==> config.mk <==
export PLATFORM = sky130hd
export DESIGN_NAME = m_decode_stage
export DESIGN_NICKNAME = d
export VERILOG_FILES = /design/src/rtl/m_decode_pkg.sv /design/src/rtl/m_decoder_pkg.sv /design/src/rtl/m_decoder.sv /design/src/rtl/m_packet_fifo.sv /design/src/rtl/m_decode_stage.sv
export SDC_FILE = /design/constraint.sdc
export NUM_CORES = 1
export LEC_CHECK = 0
export ABC_CLOCK_PERIOD_IN_PS = 4700
export CORE_MARGIN = 3
export CORE_UTILIZATION = 25
export DETAILED_ROUTE_END_ITERATION = 6
export SYNTH_ARGS = -nofsm -noshare
export SYNTH_HDL_FRONTEND = slang
export SYNTH_SLANG_ARGS = --single-unit
==> constraint.sdc <==
create_clock -name clk -period 4.7 [get_ports clk]
set_input_delay 0.47 -clock clk [delete_from_list [all_inputs] [get_ports clk]]
set_output_delay 0.47 -clock clk [all_outputs]
set_load 0.1 [all_outputs]
==> src/rtl/m_decode_pkg.sv <==
// Constants shared by the decode stage and its packet buffer.
package m_decode_pkg;

    localparam int INSTR_W = 32;
    localparam logic [INSTR_W-1:0] ILLEGAL_ZERO = '0;

    // Instruction word as carried in a fetch packet lane.
    typedef logic [INSTR_W-1:0] s_instr;

endpackage

==> src/rtl/m_decoder_pkg.sv <==
// Types shared by the RV32 base decoder and the stages that consume its output.
package m_decoder_pkg;

    typedef struct packed {
        logic [6:0]  opcode;
        logic [4:0]  rd;
        logic [4:0]  rs1;
        logic [4:0]  rs2;
        logic [2:0]  funct3;
        logic [6:0]  funct7;
        logic [31:0] imm;
        logic        unknown;   // opcode is not an RV32I base opcode
    } s_decoded;

    localparam logic [6:0] OP_LUI    = 7'b0110111;
    localparam logic [6:0] OP_AUIPC  = 7'b0010111;
    localparam logic [6:0] OP_JAL    = 7'b1101111;
    localparam logic [6:0] OP_JALR   = 7'b1100111;
    localparam logic [6:0] OP_BRANCH = 7'b1100011;
    localparam logic [6:0] OP_LOAD   = 7'b0000011;
    localparam logic [6:0] OP_STORE  = 7'b0100011;
    localparam logic [6:0] OP_IMM    = 7'b0010011;
    localparam logic [6:0] OP_REG    = 7'b0110011;
    localparam logic [6:0] OP_FENCE  = 7'b0001111;
    localparam logic [6:0] OP_SYSTEM = 7'b1110011;

endpackage

==> src/rtl/m_decoder.sv <==
// Combinational RV32I field extractor and immediate generator.
module m_decoder
    import m_decoder_pkg::*;
(
    input  logic [31:0] instr,
    output s_decoded    dec
);

    // Raw fields always extracted; immediate and unknown flag chosen by opcode.
    always_comb begin
        dec         = '0;
        dec.opcode  = instr[6:0];
        dec.rd      = instr[11:7];
        dec.funct3  = instr[14:12];
        dec.rs1     = instr[19:15];
        dec.rs2     = instr[24:20];
        dec.funct7  = instr[31:25];
        case (instr[6:0])
            OP_IMM, OP_LOAD, OP_JALR, OP_FENCE, OP_SYSTEM:
                dec.imm = {{20{instr[31]}}, instr[31:20]};
            OP_STORE:
                dec.imm = {{20{instr[31]}}, instr[31:25], instr[11:7]};
            OP_BRANCH:
                dec.imm = {{19{instr[31]}}, instr[31], instr[7], instr[30:25], instr[11:8], 1'b0};
            OP_LUI, OP_AUIPC:
                dec.imm = {instr[31:12], 12'h000};
            OP_JAL:
                dec.imm = {{11{instr[31]}}, instr[31], instr[19:12], instr[20], instr[30:21], 1'b0};
            OP_REG:
                dec.imm = '0;
            default:
                dec.unknown = 1'b1;
        endcase
    end

endmodule

==> src/rtl/m_packet_fifo.sv <==
// Synchronous packet FIFO; head is registered storage only (no fall-through).
module m_packet_fifo #(
    parameter type T     = logic,
    parameter int  DEPTH = 4,
    localparam int AW    = $clog2(DEPTH),
    localparam int CW    = AW + 1
) (
    input  logic          clk,
    input  logic          rst_n,
    input  logic          flush,
    input  logic          push,
    input  T              din,
    input  logic          pop,
    output T              head,
    output logic [CW-1:0] count
);

    if (DEPTH < 2 || (DEPTH & (DEPTH - 1)) != 0) begin : g_depth_chk
        $error("m_packet_fifo: DEPTH must be a power of two >= 2");
    end

    T              mem [DEPTH];
    logic [AW-1:0] wr_ptr;
    logic [AW-1:0] rd_ptr;

    assign head = mem[rd_ptr];

    // Storage write; caller guarantees push only when not full.
    always_ff @(posedge clk) begin
        if (push) mem[wr_ptr] <= din;
    end

    // Pointers wrap naturally at the power-of-two depth; count separates full from empty.
    always_ff @(posedge clk) begin
        if (!rst_n || flush) begin
            wr_ptr <= '0;
            rd_ptr <= '0;
            count  <= '0;
        end else begin
            if (push) wr_ptr <= wr_ptr + 1'b1;
            if (pop)  rd_ptr <= rd_ptr + 1'b1;
            case ({push, pop})
                2'b10:   count <= count + 1'b1;
                2'b01:   count <= count - 1'b1;
                default: count <= count;
            endcase
        end
    end

endmodule

==> src/rtl/m_decode_stage.sv <==
// Decode stage: buffers fetch packets and emits one decoded instruction per cycle.
module m_decode_stage
    import m_decode_pkg::*;
    import m_decoder_pkg::*;
#(
    parameter int  XLEN  = 32,
    parameter int  LANES = 2,
    parameter int  DEPTH = 4,
    localparam int CW    = $clog2(DEPTH) + 1,
    localparam int LW    = (LANES > 1) ? $clog2(LANES) : 1
) (
    input  logic                     clk,
    input  logic                     rst_n,
    input  logic                     flush,
    input  logic                     in_valid,
    output logic                     in_ready,
    input  logic [XLEN-1:0]          in_pc,
    input  logic [INSTR_W*LANES-1:0] in_instr,
    input  logic [LANES-1:0]         in_mask,
    output logic                     out_valid,
    input  logic                     out_ready,
    output logic [XLEN-1:0]          out_pc,
    output s_decoded                 out_decoded,
    output logic                     out_illegal,
    output logic [CW-1:0]            count
);

    if (LANES != 1 && LANES != 2 && LANES != 4) begin : g_lanes_chk
        $error("m_decode_stage: LANES must be 1, 2 or 4");
    end

    typedef struct packed {
        logic [XLEN-1:0]         pc;
        logic [LANES-1:0][INSTR_W-1:0] instr;
        logic [LANES-1:0]        mask;
    } s_fetch_packet;

    s_fetch_packet    pkt_in;
    s_fetch_packet    head;
    logic [CW-1:0]    fifo_cnt;
    logic             push;
    logic             pop_head;
    logic             fire;

    // rem_vld=0 means the head entry is fresh and its own mask is the remaining set;
    // this lets the next packet start emitting in the same edge the head pops.
    logic [LANES-1:0] rem;
    logic             rem_vld;
    logic [LANES-1:0] eff;
    logic [LANES-1:0] clr;
    logic [LW-1:0]    lane;
    s_instr           sel_instr;

    assign pkt_in   = '{pc: in_pc, instr: in_instr, mask: in_mask};
    assign in_ready = rst_n && (fifo_cnt != CW'(DEPTH));
    assign push     = in_valid && in_ready && !flush && (|in_mask);
    assign out_valid = rst_n && (fifo_cnt != '0);
    assign count    = rst_n ? fifo_cnt : '0;
    assign fire     = out_valid && out_ready;
    assign eff      = rem_vld ? rem : head.mask;
    assign pop_head = fire && ((eff & ~clr) == '0);

    m_packet_fifo #(
        .T     (s_fetch_packet),
        .DEPTH (DEPTH)
    ) u_fifo (
        .clk   (clk),
        .rst_n (rst_n),
        .flush (flush),
        .push  (push),
        .din   (pkt_in),
        .pop   (pop_head),
        .head  (head),
        .count (fifo_cnt)
    );

    // Lowest remaining lane; iterate high to low so the lowest set bit wins.
    always_comb begin
        lane = '0;
        clr  = '0;
        for (int i = LANES - 1; i >= 0; i--) begin
            if (eff[i]) lane = LW'(i);
        end
        clr[lane] = 1'b1;
    end

    // Track lanes still to emit from the head entry.
    always_ff @(posedge clk) begin
        if (!rst_n || flush) begin
            rem     <= '0;
            rem_vld <= 1'b0;
        end else if (fire) begin
            if (pop_head) begin
                rem_vld <= 1'b0;
            end else begin
                rem     <= eff & ~clr;
                rem_vld <= 1'b1;
            end
        end
    end

    assign sel_instr = head.instr[lane];
    assign out_pc    = head.pc + (XLEN'(lane) << 2);

    m_decoder u_dec (
        .instr (sel_instr),
        .dec   (out_decoded)
    );

    // Compressed encodings and the all-zero word are not supported.
    assign out_illegal = (sel_instr[1:0] != 2'b11) || (sel_instr == ILLEGAL_ZERO)
                         || out_decoded.unknown;

endmodule

==> results of run 1 <==
==> what timing repair did <==
item,CTS,global route
resized for setup,0,3
setup endpoints to repair,0,38
setup buffers,0,1
hold buffers,0,0
endpoints found under the hold margin,0,0
==> worst max-delay path: stages (launching register included) <==
cell	delay, ns
sky130_fd_sc_hd__dfxtp_4	0.41
sky130_fd_sc_hd__mux2_4	0.31
sky130_fd_sc_hd__o22a_1	0.20
sky130_fd_sc_hd__a211o_2	0.34
sky130_fd_sc_hd__inv_2	0.17
sky130_fd_sc_hd__ha_1	0.22
sky130_fd_sc_hd__ha_1	0.21
sky130_fd_sc_hd__and4_1	0.29
sky130_fd_sc_hd__and3_1	0.24
sky130_fd_sc_hd__nand2_1	0.20
sky130_fd_sc_hd__nor3_1	0.32
sky130_fd_sc_hd__xor2_2	0.21
sky130_fd_sc_hd__buf_12	0.20
==> worst max path at each step <==
stage,start,end,slack (ns),depth (start not counted)
global placement,flop,out_pc[30],0.73,10
detailed placement,flop,out_pc[24],0.69,10
finish,flop,out_pc[28],0.35,12
CTS,flop,out_decoded[14],0.05,10
floorplan,flop,out_pc[28],0.002,15
global route,flop,out_pc[30],0.06,12
==> cells in the final DEF, fill, tap and decap left out, drive strengths merged, types with 6 or more instances in the layout <==
cell and instances:
mux4 96, nor2 25, clkbuf 53, mux2 33, inv 19, clkdlybuf4s50 109, dfxtp 12, o21ai 22
clkinv 22, nor2b 6, nand3 10, nand2 60, and3 6, xor2 15, ha 7, xnor2 18
buf 120, edfxtp 392, and2 12
==> registers in the layout, summed over array words and instances (netlist names), named ones only <==
signal and cells:
u_fifo.wr_ptr 2, u_fifo.mem 392, u_fifo.rd_ptr 2, rem 2, u_fifo.count 3, rem_vld 1
==> power by group <==
group | internal (mW) | total (mW) | switching [mW]
clock network | 2.06 | 3.44 | 1.38
logic | 0.176 | 0.470 | 0.294
registers | 3.98 | 3.98 | 0.00561
==> stage by stage <==
stage	hold WS [ns]	worst slack (ns)
finish	0.462	0.345
CTS	0.476	0.0519
floorplan	0.425	0.00179
detailed placement	0.467	0.688
global placement	0.467	0.727
global route	0.495	0.0619
==> final cells by class <==
class,count,share of cell area
antenna,4,0.000462
clock buffer,53,0.0543
clock inverter,29,0.0129
inverter,19,0.00329
multi-input combinational,370,0.196
sequential,404,0.555
tap,855,0.0494
timing repair buffer,229,0.129
==> routing by layer <==
| layer | up-vias | track usage |
|---|---|---|
| met2 | 245 | 0.196 |
| met1 | 4379 | 0.137 |
| met4 | 8 | 0.0345 |
| met3 | 64 | 0.0358 |
| met5 | - | 0 |
| li1 | 3807 | - |
==> kinds of logic (layout without fill, tap and decap cells) <==
group / count (synthesis) / in the layout
flip-flops: 404 / 404
AND/OR/NAND/NOR: 151 / 151
multiplexers: 134 / 134
buffers and inverters: 49 / 330
AO/OA/AOI/OAI: 44 / 44
XOR/XNOR: 33 / 33
adder cells (fa/ha/maj): 8 / 8
other: 0 / 4
==> metrics.yaml, run 1 <==
global_routing:
  grt_usage: 0.114
  globalRoute.totalOverflow: 0
  global_route_wire_length_before_repair_mm: 57.8
  number_of_global_route_vias_before_repair: 8985
  grt_antenna_before_repair: 9
  grt_max_degree: 55
cts:
  tritoncts_num_sinks: 404
  cts_buffer_depth: 3
  worst_setup_hold_path_clk_slew_ns: 0.06
  cts_buffers: 45
  insertion_delay_ns: 0.56
  cts_root_buffer: "sky130_fd_sc_hd__clkbuf_16"
  clock_tree_from_tritoncts: "built"
  cts-htree-levels: 2
place:
  hpwl_mm: 26.2
  gp_congestion: 0.773
  placedInstanceArea_um2: 20200
  buffer_ports.inserted: 205
  numPlacedInstances: 1876
hold_path:
  min_to: "rem[1]$_SDFFE_PP0P_"
  min-delay-start: "rem[1]$_SDFFE_PP0P_"
  min_path_cells: 2
  timing.hold.worst.class: "flop to flop"
route:
  routed.top_layer: "met5"
  ant_nets: 0
  drt-wirelength-per-cell_um: 20.0
  m1WireLength_mm: 15.6
  routed_wl_mm: 39.2
  dr_wl_met3_mm: 2.87
  detail_route.drc_violations: 0
  drt_iter0_drc: 441
  routed_via_density: 4.33
  total_vias_in_the_final_route: 8503
  drt_pass1_iterations: 4
  met2WireLength_mm: 19.8
synthesis:
  muxShareOfSynthArea: 0.158
  synth_largest_area_cell: "sky130_fd_sc_hd__edfxtp_1"
  synthesis.instances: 823
  combinational_family_with_the_most_area_after_synthesis: "multiplexers"
  dominantRegCellSynth: "sky130_fd_sc_hd__edfxtp_1"
  netlist-cell-type-count: 59
  netlist_area_um2: 16300
  top_cells_by_area_synth: "sky130_fd_sc_hd__edfxtp_1 72%, sky130_fd_sc_hd__mux4_2 13%, sky130_fd_sc_hd__mux2_2 2.2%"
  synth.yosys.warnings: 0
  synthXorXnorAreaFrac: 0.0177
  synth_compound_gate_area_share: 0.0191
  synthesis.nets: 934
  async_flop_share: 0
  synth_common_cells: "392 x sky130_fd_sc_hd__edfxtp_1, 96 x sky130_fd_sc_hd__mux4_2, 60 x sky130_fd_sc_hd__nand2_1, 32 x sky130_fd_sc_hd__mux2_2, 25 x sky130_fd_sc_hd__nor2_1"
  post-synth-top-count-cell: "sky130_fd_sc_hd__edfxtp_1"
  count_of_flip_flops_with_a_built_in_enable_after_synthesis: 392
  syn_area_per_cell_um2: 19.9
  synth_seq_area_share: 0.735
  area_share_of_fa_ha_maj_cells_after_synthesis: 0.00658
  yosys.area_share.simple: 0.0460
  ys_seq_elements: 404
  yosysTopAreaCellShare: 0.720
sta:
  achievable-frequency_ghz: 0.230
  finalHoldViolations: 0
  final.period_utilization: 0.927
  setup-tns-final_ns: 0
  tightest_pin_transition_ns: 0.999
  fin_worst_skew_ns: 0.0212
  timing.final.crit_period_ns: 4.35
  drv_slew: 0
  worst_slew_margin_rel: 0.332
  grt_setup_unrepaired: "no"
  setup_viol_count_final: 0
power:
  power_per_cell_area_nw_per_um2: 364
  report.power.total_mw: 7.89
  power.leakage_nw: 6.99
  ir_drop_mv: 0.218
floorplan:
  core-area_um2: 64600
  std_cell_rows: 93
  top_level_ports: 206
  floorplan.die_area_um2: 68500
  initial_utilization: 0.253
  floorplan.die.height_um: 262
  floorplan.die.width_um: 262
worst_setup_path:
  timing.critical_path.to_type: "output pin"
  criticalPathCategory: "flop to output pin"
  ff2ff_setup_slack_ns: 1.86
  worst_ep_arrival_time_ns: 3.88
  timing.critical_path.from_type: "flop"
  rr_worst_depth: 11
  timing.critical_path.required_ns: 4.23
  path_max_fanout: 8
  worstReg2RegEnd: "u_fifo.count[2]$_SDFFE_PP0P_"
flow_run:
  cap_violations: 0
layout:
  finalCoreUtilization: 0.336
  final_cells: 1963
  final_layout_size_suffix_gt1_frac: 0.321
  final_net_count: 1180
  area_growth_syn_to_layout_pct: 32.6
  layout.filler_cells: 6113
  multi_input_area_um2: 4250
  final_area_um2: 21700
  sequential_cell_area_um2: 12000
run_status:
  outcome: "finished, final reports clean"
Power figures use the tool's default switching activity.
==> run 2: changes to the inputs <==
Settings changed: GPL_ROUTABILITY_DRIVEN from default to 0.
==> results of run 2 <==
Same layout as run 1: the final DEF is identical, and so are final timing and power.
==> run 3: changes to the inputs <==
Settings changed: CAP_MARGIN from default to 40.
==> metrics.yaml, run 3 (synthesized netlist as in run 1, its figures left out) <==
run_status:
  outcome: "finished, final reports clean"
worst_setup_path:
  timing.critical_path.slowest_cell_delay_ns: 0.57  # +0.16 ns
  timing.critical_path.from_type: "flop"
  wp_buf_inv: 3  # +1
  worst_ep_arrival_time_ns: 3.94  # +0.06 ns
  timing.critical_path.cells: "buf_4 > mux4_2 > or3b_1 > o21ai_0 > a32oi_1 > a31oi_4 > o31ai_2 > buf_4 > o21ai_1 > buf_12"
  timing.critical_path.to_type: "output pin"
  cell_family_contributing_the_most_delay_on_the_critical_path: "buffers and inverters"
  critical_path_top_delay_cell: "sky130_fd_sc_hd__buf_4"
  crit_top_cell: "sky130_fd_sc_hd__buf_4"
  timing.critical_path.required_ns: 4.23  # about the same
  ff2ff_setup_slack_ns: 1.84  # -0.02 ns
  criticalPathCategory: "flop to output pin"
  path_max_fanout: 42  # +34
layout:
  layout.filler_cells: 6090  # -0.38%
  finalCoreUtilization: 0.338  # +0.00252
  layout.cells.most_common: "sky130_fd_sc_hd__edfxtp_1"
  commonest_cells_after_routing_fill_and_taps_aside: "392 x sky130_fd_sc_hd__edfxtp_1, 109 x sky130_fd_sc_hd__clkdlybuf4s50_1, 96 x sky130_fd_sc_hd__mux4_2"
  largest_register: "u_fifo.mem"
  area_growth_syn_to_layout_pct: 33.6
  largest_register_ff_count: 392  # unchanged
  largestRegisters: "u_fifo.mem (392), u_fifo.count (3)"
  final_layout_size_suffix_gt1_frac: 0.330  # +0.00909
  final_net_count: 1187  # +0.59%
power:
  netSwitchingFraction: 0.213  # +0.000880
  power_per_cell_area_nw_per_um2: 368  # +1.1%
  cell_internal_pwr_mw: 6.33  # +1.8%
  ir_drop_mv: 0.282  # +29%
  power.leakage_nw: 7.08  # +1.3%
  power_switching_mw: 1.72  # +2.3%
  portion_of_total_power_attributed_to_sequential_cells: 0.495  # -0.009
  combinationalPowerShare: 0.059  # about the same
  power_frac_clock: 0.446  # +0.010
cts:
  postCtsSetupBuffers: 0  # unchanged
  tritoncts_num_sinks: 404  # unchanged
  cts-htree-levels: 2  # unchanged
  cts_buffer_depth: 3  # unchanged
  insertion_delay_ns: 0.56  # about the same
  cts_buffers: 46  # +2.2%
  cts_root_buffer: "sky130_fd_sc_hd__clkbuf_16"
  worst_setup_hold_path_clk_slew_ns: 0.06  # about the same
  clock_tree_from_tritoncts: "built"
place:
  hpwl_mm: 26.3  # +0.35%
  buffer_ports.inserted: 205  # unchanged
flow_run:
  cap_violations: 0  # unchanged
sta:
  final.period_utilization: 0.938  # +0.0113
  timing.final.crit_period_ns: 4.41  # +0.0529 ns
  setup-tns-final_ns: 0  # unchanged
  fin_worst_skew_ns: 0.0161  # -0.00511 ns
  drv_slew: 0  # unchanged
  setup_viol_count_final: 0  # unchanged
  achievable-frequency_ghz: 0.227  # -1.2%
  worst_slew_margin_rel: 0.489  # +0.157
  grt_setup_unrepaired: "no"
  tightest_pin_transition_ns: 0.767  # -0.232 ns
  finalHoldViolations: 0  # unchanged
global_routing:
  grt_max_degree: 55  # unchanged
  global_route_wire_length_before_repair_mm: 57.7  # -0.21%
  grt_antenna_before_repair: 7  # -2
  globalRoute.totalOverflow: 0  # unchanged
  grt_usage: 0.114  # -0.000299
  number_of_global_route_vias_before_repair: 8996  # +0.12%
route:
  routed_via_density: 4.32  # -0.36%
  routed_wl_mm: 39.2  # about the same
  drt_iter0_drc: 495  # +12%
  detail_route.drc_violations: 0  # unchanged
  ant_nets: 0  # unchanged
  drt-wirelength-per-cell_um: 19.9  # -0.38%
  total_vias_in_the_final_route: 8503  # unchanged
  drt_pass1_iterations: 4  # unchanged
floorplan:
  top_level_ports: 206  # unchanged
  floorplan.die_area_um2: 68500  # unchanged
  core-area_um2: 64600  # unchanged
  std_cell_rows: 93  # unchanged
  floorplan.die.width_um: 262  # unchanged
  floorplan.die.height_um: 262  # unchanged
  initial_utilization: 0.253  # unchanged
hold_path:
  timing.hold.worst.class: "flop to flop"
## run 3: cell types whose count changed in the layout (fill, tap and decap cells not counted), sizes merged
cell      delta
clkbuf       +1
inv          +4
clkinv       -4
clkinvlp     +1
diode        -2
buf          +6
bufinv       +1
## run 3: per-layer routing
metal	part of all wire	GRT usage
met3	0.069	0.0326
met5	0.00099	0
met1	0.41	0.141
met2	0.50	0.194
met4	0.018	0.0303
## run 3: worst paths after layout
| path | startpoint | end | cells after the start |
|---|---|---|---|
| worst min-delay path | rem[1]$_SDFFE_PP0P_ | rem[1]$_SDFFE_PP0P_ | 2 |
| worst max register to register | flop | u_fifo.count[2]$_SDFFE_PP0P_ | 11 |
| worst max-delay path | flop | out_decoded[24] | 10 |
| worst min register to register | rem[1]$_SDFFE_PP0P_ | rem[1]$_SDFFE_PP0P_ | 2 |
## run 3: power groups by stage
stage                     combinational [mW]  sequential (mW)  clock (mW)
after CTS                              0.480             3.98        3.70
after floorplan                        0.251             4.06           0
final                                  0.475             3.98        3.59
after global routing                   0.497             3.98        3.87
after detailed placement               0.479             4.06           0
after global placement                 0.467             4.05           0
## run 3: repair_timing
| item | in CTS | in global routing |
|---|---|---|
| endpoints found under the setup margin | 0 | 34 |
| hold buffers | 0 | 0 |
| hold endpoints to repair | 0 | 0 |
| resized for setup | 0 | 2 |
## run 3: cell type report
type,count,area [um^2],share of cell area
Timing Repair Buffer,235,2890,0.133
Clock buffer,54,1200,0.0551
Tap cell,855,1070,0.0490
Inverter,19,71.3,0.00327
Antenna cell,2,5.00,0.000229
Sequential cell,404,12000,0.550
Multi-Input combinational cell,370,4250,0.194
Clock inverter,31,329,0.0151
## run 3: tightest hold or removal path: cells and delay by family (launching register included)
kind	cells	cell delay [ns]
flip-flops	1	0.32
buffers and inverters	1	0.05
AO/OA/AOI/OAI	1	0.05
## run 3: per-stage QoR
step	setup WS, ns	std cells	instance area (um^2)	hold WS (ns)	power (mW)
after floorplan	0.00179	823	16500	0.425	4.31
after global placement	0.727	1876	20200	0.467	4.52
after detailed placement	0.702	1883	20300	0.466	4.54
after CTS	0.0781	1968	21800	0.475	8.16
after global routing	0.00836	1968	21800	0.495	8.34
final	0.292	1970	21800	0.463	8.04
